--- src/rtl/gemm_sa_pkg.sv ---
// Shared types for the gemm_sa weight-stationary systolic array.
package GEMM_pkg;

   typedef enum logic [1:0] {
      CMD_NONE          = 2'd0,
      CMD_WRITE_WEIGHTS = 2'd1,
      CMD_STREAM        = 2'd2
   } command_t;

endpackage

--- src/rtl/gemm_sa_if.sv ---
// Controller-to-array bus for gemm_sa; out_valid exists only with GEMM_OUT_VALID_EN.
interface gemm_sa_if #(
   parameter int SA_SIZE         = 4,
   parameter int ACTIVATION_SIZE = 8
);
   import GEMM_pkg::*;

   logic [SA_SIZE-1:0][SA_SIZE-1:0][ACTIVATION_SIZE-1:0] weight_inputs;
   logic [SA_SIZE-1:0][ACTIVATION_SIZE-1:0]              activation_inputs;
   logic [SA_SIZE-1:0][ACTIVATION_SIZE-1:0]              activation_outputs;
   command_t                                             cmd;
`ifdef GEMM_OUT_VALID_EN
   logic                                                 out_valid;
`endif

   modport master (
      output weight_inputs, activation_inputs, cmd,
`ifdef GEMM_OUT_VALID_EN
      input  out_valid,
`endif
      input  activation_outputs
   );

   modport slave (
      input  weight_inputs, activation_inputs, cmd,
`ifdef GEMM_OUT_VALID_EN
      output out_valid,
`endif
      output activation_outputs
   );

endinterface

--- src/rtl/gemm_sa_pe.sv ---
// One processing element: stationary weight, pass-through activation, wrapping MAC into psum.
module gemm_pe #(
   parameter int ACTIVATION_SIZE = 8
) (
   input  logic                       clk,
   input  logic                       reset,
   input  logic                       load_w,
   input  logic                       en,
   input  logic [ACTIVATION_SIZE-1:0] w_in,
   input  logic [ACTIVATION_SIZE-1:0] a_in,
   input  logic [ACTIVATION_SIZE-1:0] psum_in,
   output logic [ACTIVATION_SIZE-1:0] a_out,
   output logic [ACTIVATION_SIZE-1:0] psum_out
);

   logic [ACTIVATION_SIZE-1:0] w_q;
   logic [ACTIVATION_SIZE-1:0] a_p1;
   logic [ACTIVATION_SIZE-1:0] psum_p1;

   // Unsigned multiply-accumulate, keeping only the low ACTIVATION_SIZE bits.
   function automatic logic [ACTIVATION_SIZE-1:0] mac_wrap(
      input logic [ACTIVATION_SIZE-1:0] acc,
      input logic [ACTIVATION_SIZE-1:0] a,
      input logic [ACTIVATION_SIZE-1:0] w
   );
      logic [2*ACTIVATION_SIZE-1:0] prod;
      prod = a * w;
      return acc + prod[ACTIVATION_SIZE-1:0];
   endfunction

   always_ff @(posedge clk) begin
      if (reset) begin
         w_q     <= '0;
         a_p1    <= '0;
         psum_p1 <= '0;
      end else begin
         if (load_w) begin
            w_q <= w_in;
         end
         if (en) begin
            a_p1    <= a_in;
            psum_p1 <= mac_wrap(psum_in, a_in, w_q);
         end
      end
   end

   assign a_out    = a_p1;
   assign psum_out = psum_p1;

endmodule

--- src/rtl/gemm_sa.sv ---
// Weight-stationary SA_SIZE x SA_SIZE systolic array computing O = I x W (mod 2^ACTIVATION_SIZE).
// Optional GEMM_OUT_VALID_EN adds out_valid, marking rows that carry an accepted input row.
module gemm_sa
   import GEMM_pkg::*;
#(
   parameter int SA_SIZE         = 4,
   parameter int ACTIVATION_SIZE = 8
) (
   input  logic       clk,
   input  logic       reset,
   gemm_sa_if.slave   sa
);

   localparam int N  = SA_SIZE;
   localparam int AW = ACTIVATION_SIZE;

   logic stream_en;
   logic load_w;

   always_comb begin
      stream_en = (sa.cmd == CMD_STREAM);
      load_w    = (sa.cmd == CMD_WRITE_WEIGHTS);
   end

   // a_h[r][c] feeds PE(r,c); p_v[r][c] is the psum entering PE(r,c), p_v[N] leaves the array.
   logic [AW-1:0] a_h           [N][N];
   logic [AW-1:0] p_v           [N+1][N];
   logic [AW-1:0] a_edge_unused [N];
   logic [AW-1:0] col_out       [N];
   logic [N-1:0][AW-1:0] out_p1;

   for (genvar r = 0; r < N; r++) begin : g_row
      // Input skew: lane r waits r stream steps so it meets the psum wavefront.
      if (r == 0) begin : g_noskew
         assign a_h[0][0] = sa.activation_inputs[0];
      end else begin : g_skew
         logic [AW-1:0] skew_p0 [r];
         always_ff @(posedge clk) begin
            if (reset) begin
               for (int j = 0; j < r; j++) skew_p0[j] <= '0;
            end else if (stream_en) begin
               skew_p0[0] <= sa.activation_inputs[r];
               for (int j = 1; j < r; j++) skew_p0[j] <= skew_p0[j-1];
            end
         end
         assign a_h[r][0] = skew_p0[r-1];
      end

      for (genvar c = 0; c < N; c++) begin : g_col
         logic [AW-1:0] a_out;
         if (r == 0) begin : g_top
            assign p_v[0][c] = '0;
         end
         gemm_pe #(.ACTIVATION_SIZE(AW)) u_pe (
            .clk      (clk),
            .reset    (reset),
            .load_w   (load_w),
            .en       (stream_en),
            .w_in     (sa.weight_inputs[r][c]),
            .a_in     (a_h[r][c]),
            .psum_in  (p_v[r][c]),
            .a_out    (a_out),
            .psum_out (p_v[r+1][c])
         );
         if (c < N-1) begin : g_pass
            assign a_h[r][c+1] = a_out;
         end else begin : g_edge
            assign a_edge_unused[r] = a_out;
         end
      end
   end

   // Output deskew: column c is delayed N-1-c steps so a whole O row lines up.
   for (genvar c = 0; c < N; c++) begin : g_deskew
      if (c == N-1) begin : g_direct
         assign col_out[c] = p_v[N][c];
      end else begin : g_chain
         localparam int D = N - 1 - c;
         logic [AW-1:0] dsk_p2 [D];
         always_ff @(posedge clk) begin
            if (reset) begin
               for (int j = 0; j < D; j++) dsk_p2[j] <= '0;
            end else if (stream_en) begin
               dsk_p2[0] <= p_v[N][c];
               for (int j = 1; j < D; j++) dsk_p2[j] <= dsk_p2[j-1];
            end
         end
         assign col_out[c] = dsk_p2[D-1];
      end
   end

   // Output register stage.
   always_ff @(posedge clk) begin
      if (reset) begin
         out_p1 <= '0;
      end else if (stream_en) begin
         for (int c = 0; c < N; c++) out_p1[c] <= col_out[c];
      end
   end

   assign sa.activation_outputs = out_p1;

`ifdef GEMM_OUT_VALID_EN
   logic [2*N-1:0] vld_sr;

   always_ff @(posedge clk) begin
      if (reset) begin
         vld_sr <= '0;
      end else if (stream_en) begin
         vld_sr <= {vld_sr[2*N-2:0], 1'b1};
      end
   end

   assign sa.out_valid = vld_sr[2*N-1];
`endif

endmodule

--- src/flat_wrapper.sv ---
// flat-port wrapper written by rule: the top's interface ports become plain ports
module gemm_sa_flat import GEMM_pkg::*;
#(
   parameter int SA_SIZE         = 4,
   parameter int ACTIVATION_SIZE = 8
)
  (clk, reset, sa_weight_inputs, sa_activation_inputs, sa_cmd, sa_activation_outputs);
  gemm_sa_if #(.SA_SIZE(SA_SIZE), .ACTIVATION_SIZE(ACTIVATION_SIZE)) sa_i ();
  input  logic clk;
  input  logic reset;
  input wire logic [$bits(sa_i.weight_inputs)-1:0] sa_weight_inputs;
  input wire logic [$bits(sa_i.activation_inputs)-1:0] sa_activation_inputs;
  input wire logic [$bits(sa_i.cmd)-1:0] sa_cmd;
  output wire logic [$bits(sa_i.activation_outputs)-1:0] sa_activation_outputs;
  assign sa_i.weight_inputs = sa_weight_inputs;
  assign sa_i.activation_inputs = sa_activation_inputs;
  assign sa_i.cmd = sa_cmd;
  assign sa_activation_outputs = sa_i.activation_outputs;
  gemm_sa #(.SA_SIZE(SA_SIZE), .ACTIVATION_SIZE(ACTIVATION_SIZE)) u_core (.clk(clk), .reset(reset), .sa(sa_i));
endmodule
--- config.mk ---
export PLATFORM = sky130hd
export DESIGN_NAME = gemm_sa_flat
export DESIGN_NICKNAME = d
export VERILOG_FILES = /design/src/rtl/gemm_sa_pkg.sv /design/src/rtl/gemm_sa_if.sv /design/src/rtl/gemm_sa_pe.sv /design/src/rtl/gemm_sa.sv /design/src/flat_wrapper.sv
export SDC_FILE = /design/constraint.sdc
export NUM_CORES = 2
export LEC_CHECK = 0
export CAP_MARGIN = 30
export CORE_ASPECT_RATIO = 0.5
export CORE_UTILIZATION = 35
export DETAILED_ROUTE_END_ITERATION = 10
export GPL_ROUTABILITY_DRIVEN = 0
export GPL_TIMING_DRIVEN = 0
export PLACE_DENSITY_LB_ADDON = 0.3
export SLEW_MARGIN = 40
export SYNTH_ARGS = -nofsm -noshare
export SYNTH_HDL_FRONTEND = slang
export SYNTH_HIERARCHICAL = 1
export SYNTH_SLANG_ARGS = --single-unit
--- constraint.sdc ---
create_clock -name clk -period 11.5 [get_ports clk]
set_input_delay 1.15 -clock clk [delete_from_list [all_inputs] [get_ports clk]]
set_output_delay 1.15 -clock clk [all_outputs]
set_load 0.1 [all_outputs]
==> metrics.txt <==
clock tree from TritonCTS=done; # placed instances=5081; storage element area=0.0106 mm^2; final net count=4531; Critical Path Sink Type=flip-flop; CP max FO=9; core area=0.0977 mm^2; DRC errors left=0; Hold WS=0.472 ns; gr usage total=15.4%; CTS Hold Buffers Added=0; critical path class=in -> reg; wire length of the first global-routing pass=124000 um; Via density=4.41; dpl hpwl=59200 um; max cap viols=0; NetSw=1.10 mW; area delta synth->final=15.9%; Fmax=0.219 GHz; Pwr Total=4.15 mW; Tcrit/Tclk final=39.6%; # resized after CTS=0; element type at the critical path start=input pin; Post-Route WL=75700 um; post-synthesis average cell area=9.81 um^2; CTS clk-pin slew, worst paths=0.06 ns; vias in the first global route=23734; switching part of the total=26.4%; Die Ht=224 um; # clock sinks=480; initial antenna violation count=8; CP arrival=5.08 ns; Die Footprint=0.100 mm^2; routed len/inst=14.6 um; internal power component=3.05 mW; pwr/cell area=104 mW/mm^2; CTS root buffer=clkbuf_16; largest net degree at the start of global routing=55; Finished Layout Cells=5185; clk_lat worst skew=0.62 ns; Remaining Overflow, GRT=0; utilization after layout=41.0%; unrepaired setup endpoints after global routing=no; Synth Instances=3522; synth warn=6; clk_skew=0.0189 ns; I/O Buffers=195; Std-Cell Rows=81; Max Buffers Root-to-Sink=3; Post-CTS Setup Bufs=0; fill cell count=9640; TritonCTS buffer count=52; H-tree Lvls=2; vias=22851; final hold vios=0; Slew HR=52.5%; starting density of the core=35.4%; Gate power share=12.9%; Chip Width=446 um; Setup Viol. Count Final=0; setup TNS=0 ns; Ports=196; leakage power=17.8 nW; CP required=12.03 ns; Final min period=4.56 ns; Multi-input gate area=0.0215 mm^2; drt first pass iters=5; VDD IR max=0.000103 V; final max-slew violation count=0; clock network power share=42.2%; outcome=completed; share of cells above drive strength 1=7.95%; ANT nets after route=0; Reg power frac=44.9%; Synth Cell Area=0.0345 mm^2; Iter 0 DRT Violations=963; worst hold path class=reg -> reg; Slew @ Worst Pin=0.712 ns
==> flip-flops by register name, summed over array words and instances, names as in the netlist <==
name                              flops
u_core/g_row.g_col.u_pe/psum_out    128
u_core/g_row.g_col.u_pe/w_q         128
u_core/g_row.g_col.u_pe/a_out        96
u_core/g_deskew.g_chain.dsk_p2       48
u_core/g_row.g_skew.skew_p0          48
u_core/sa.activation_outputs         32
==> metrics by stage <==
| step | setup WS, ns | cell area [um^2] |
|---|---|---|
| 2_1_floorplan | 7.17 | 34700 |
| 3_3_place_gp | 2.69 | 38300 |
| 3_5_place_dp | 6.30 | 38300 |
| 4_1_cts | 6.94 | 40000 |
| 5_1_grt | 6.82 | 40000 |
| 6_report | 6.94 | 40000 |
==> final cells by class <==
class / count / area share, %
buffer: 122 / 1.46
antenna: 7 / 0.0438
clock inverter: 34 / 0.862
timing repair buffer: 200 / 4.79
tap: 1328 / 4.15
inverter: 531 / 4.98
multi-input combinational: 2420 / 53.8
clock buffer: 63 / 3.56
sequential: 480 / 26.4
==> critical path, stage by stage <==
cell and delay (ns):
clkdlybuf4s50_1 0.58, and2_1 0.25, fa_1 0.46, fa_1 0.49, ha_1 0.29, inv_1 0.05
fa_1 0.53, inv_1 0.04, ha_1 0.33, a21o_1 0.17, a21oi_1 0.27, xnor2_2 0.16
xnor2_1 0.11, a211oi_2 0.21
==> cell usage in the layout (no fill, tap or decap), types with 8 or more instances in the layout <==
cell	count
a211oi_1	16
a211oi_2	16
a21o_1	32
a21oi_1	25
and2_1	287
and2_2	31
buf_2	73
buf_4	9
clkbuf_1	70
clkbuf_16	54
clkdlybuf4s50_1	162
clkinv_1	8
clkinv_2	9
conb_1	32
dfxtp_1	384
edfxtp_1	96
fa_1	288
ha_1	272
inv_1	531
mux2i_1	320
nand2_1	312
nand2_2	42
nand2b_1	32
nand4bb_1	32
nor2_1	352
o21ai_0	32
xnor2_1	228
xnor2_2	28
xor2_1	32
==> path summary, 6_finish.rpt <==
path                                                                          from                                                      to  depth (start not counted)  slack [ns]
worst min register to register       u_core/sa.activation_outputs[13]$_SDFFE_PP0N_           u_core/sa.activation_outputs[13]$_SDFFE_PP0N_                          2        0.47
worst max-delay path                                       sa_activation_inputs[0]  u_core/g_row[0].g_col[0].u_pe/psum_out[7]$_SDFFE_PP0P_                         14        6.94
worst min-delay path                 u_core/sa.activation_outputs[13]$_SDFFE_PP0N_           u_core/sa.activation_outputs[13]$_SDFFE_PP0N_                          2        0.47
worst max register to register  u_core/g_row[1].g_skew.skew_p0[0][0]$_SDFFCE_PN0P_  u_core/g_row[1].g_col[0].u_pe/psum_out[7]$_SDFFE_PP0P_                         13        7.43
==> power by group through the flow <==
| stage | Sequential [mW] | Combinational, mW | Clock [mW] |
|---|---|---|---|
| after detailed placement | 1.90 | 0.540 | 0 |
| after floorplan | 1.89 | 0.353 | 0 |
| after CTS | 1.86 | 0.546 | 1.80 |
| after global routing | 1.87 | 0.602 | 1.87 |
| after global placement | 1.90 | 0.531 | 0 |
| final | 1.86 | 0.536 | 1.75 |
==> per-layer routing <==
metal,vias up,track usage (%),wire length (um)
met3,90,2.04,2300
met4,4,4.18,1540
met1,10969,20.0,35300
met5,-,0,26
met2,256,26.8,36500
li1,11532,-,-
No activity file was read; power rests on OpenSTA's default activity.
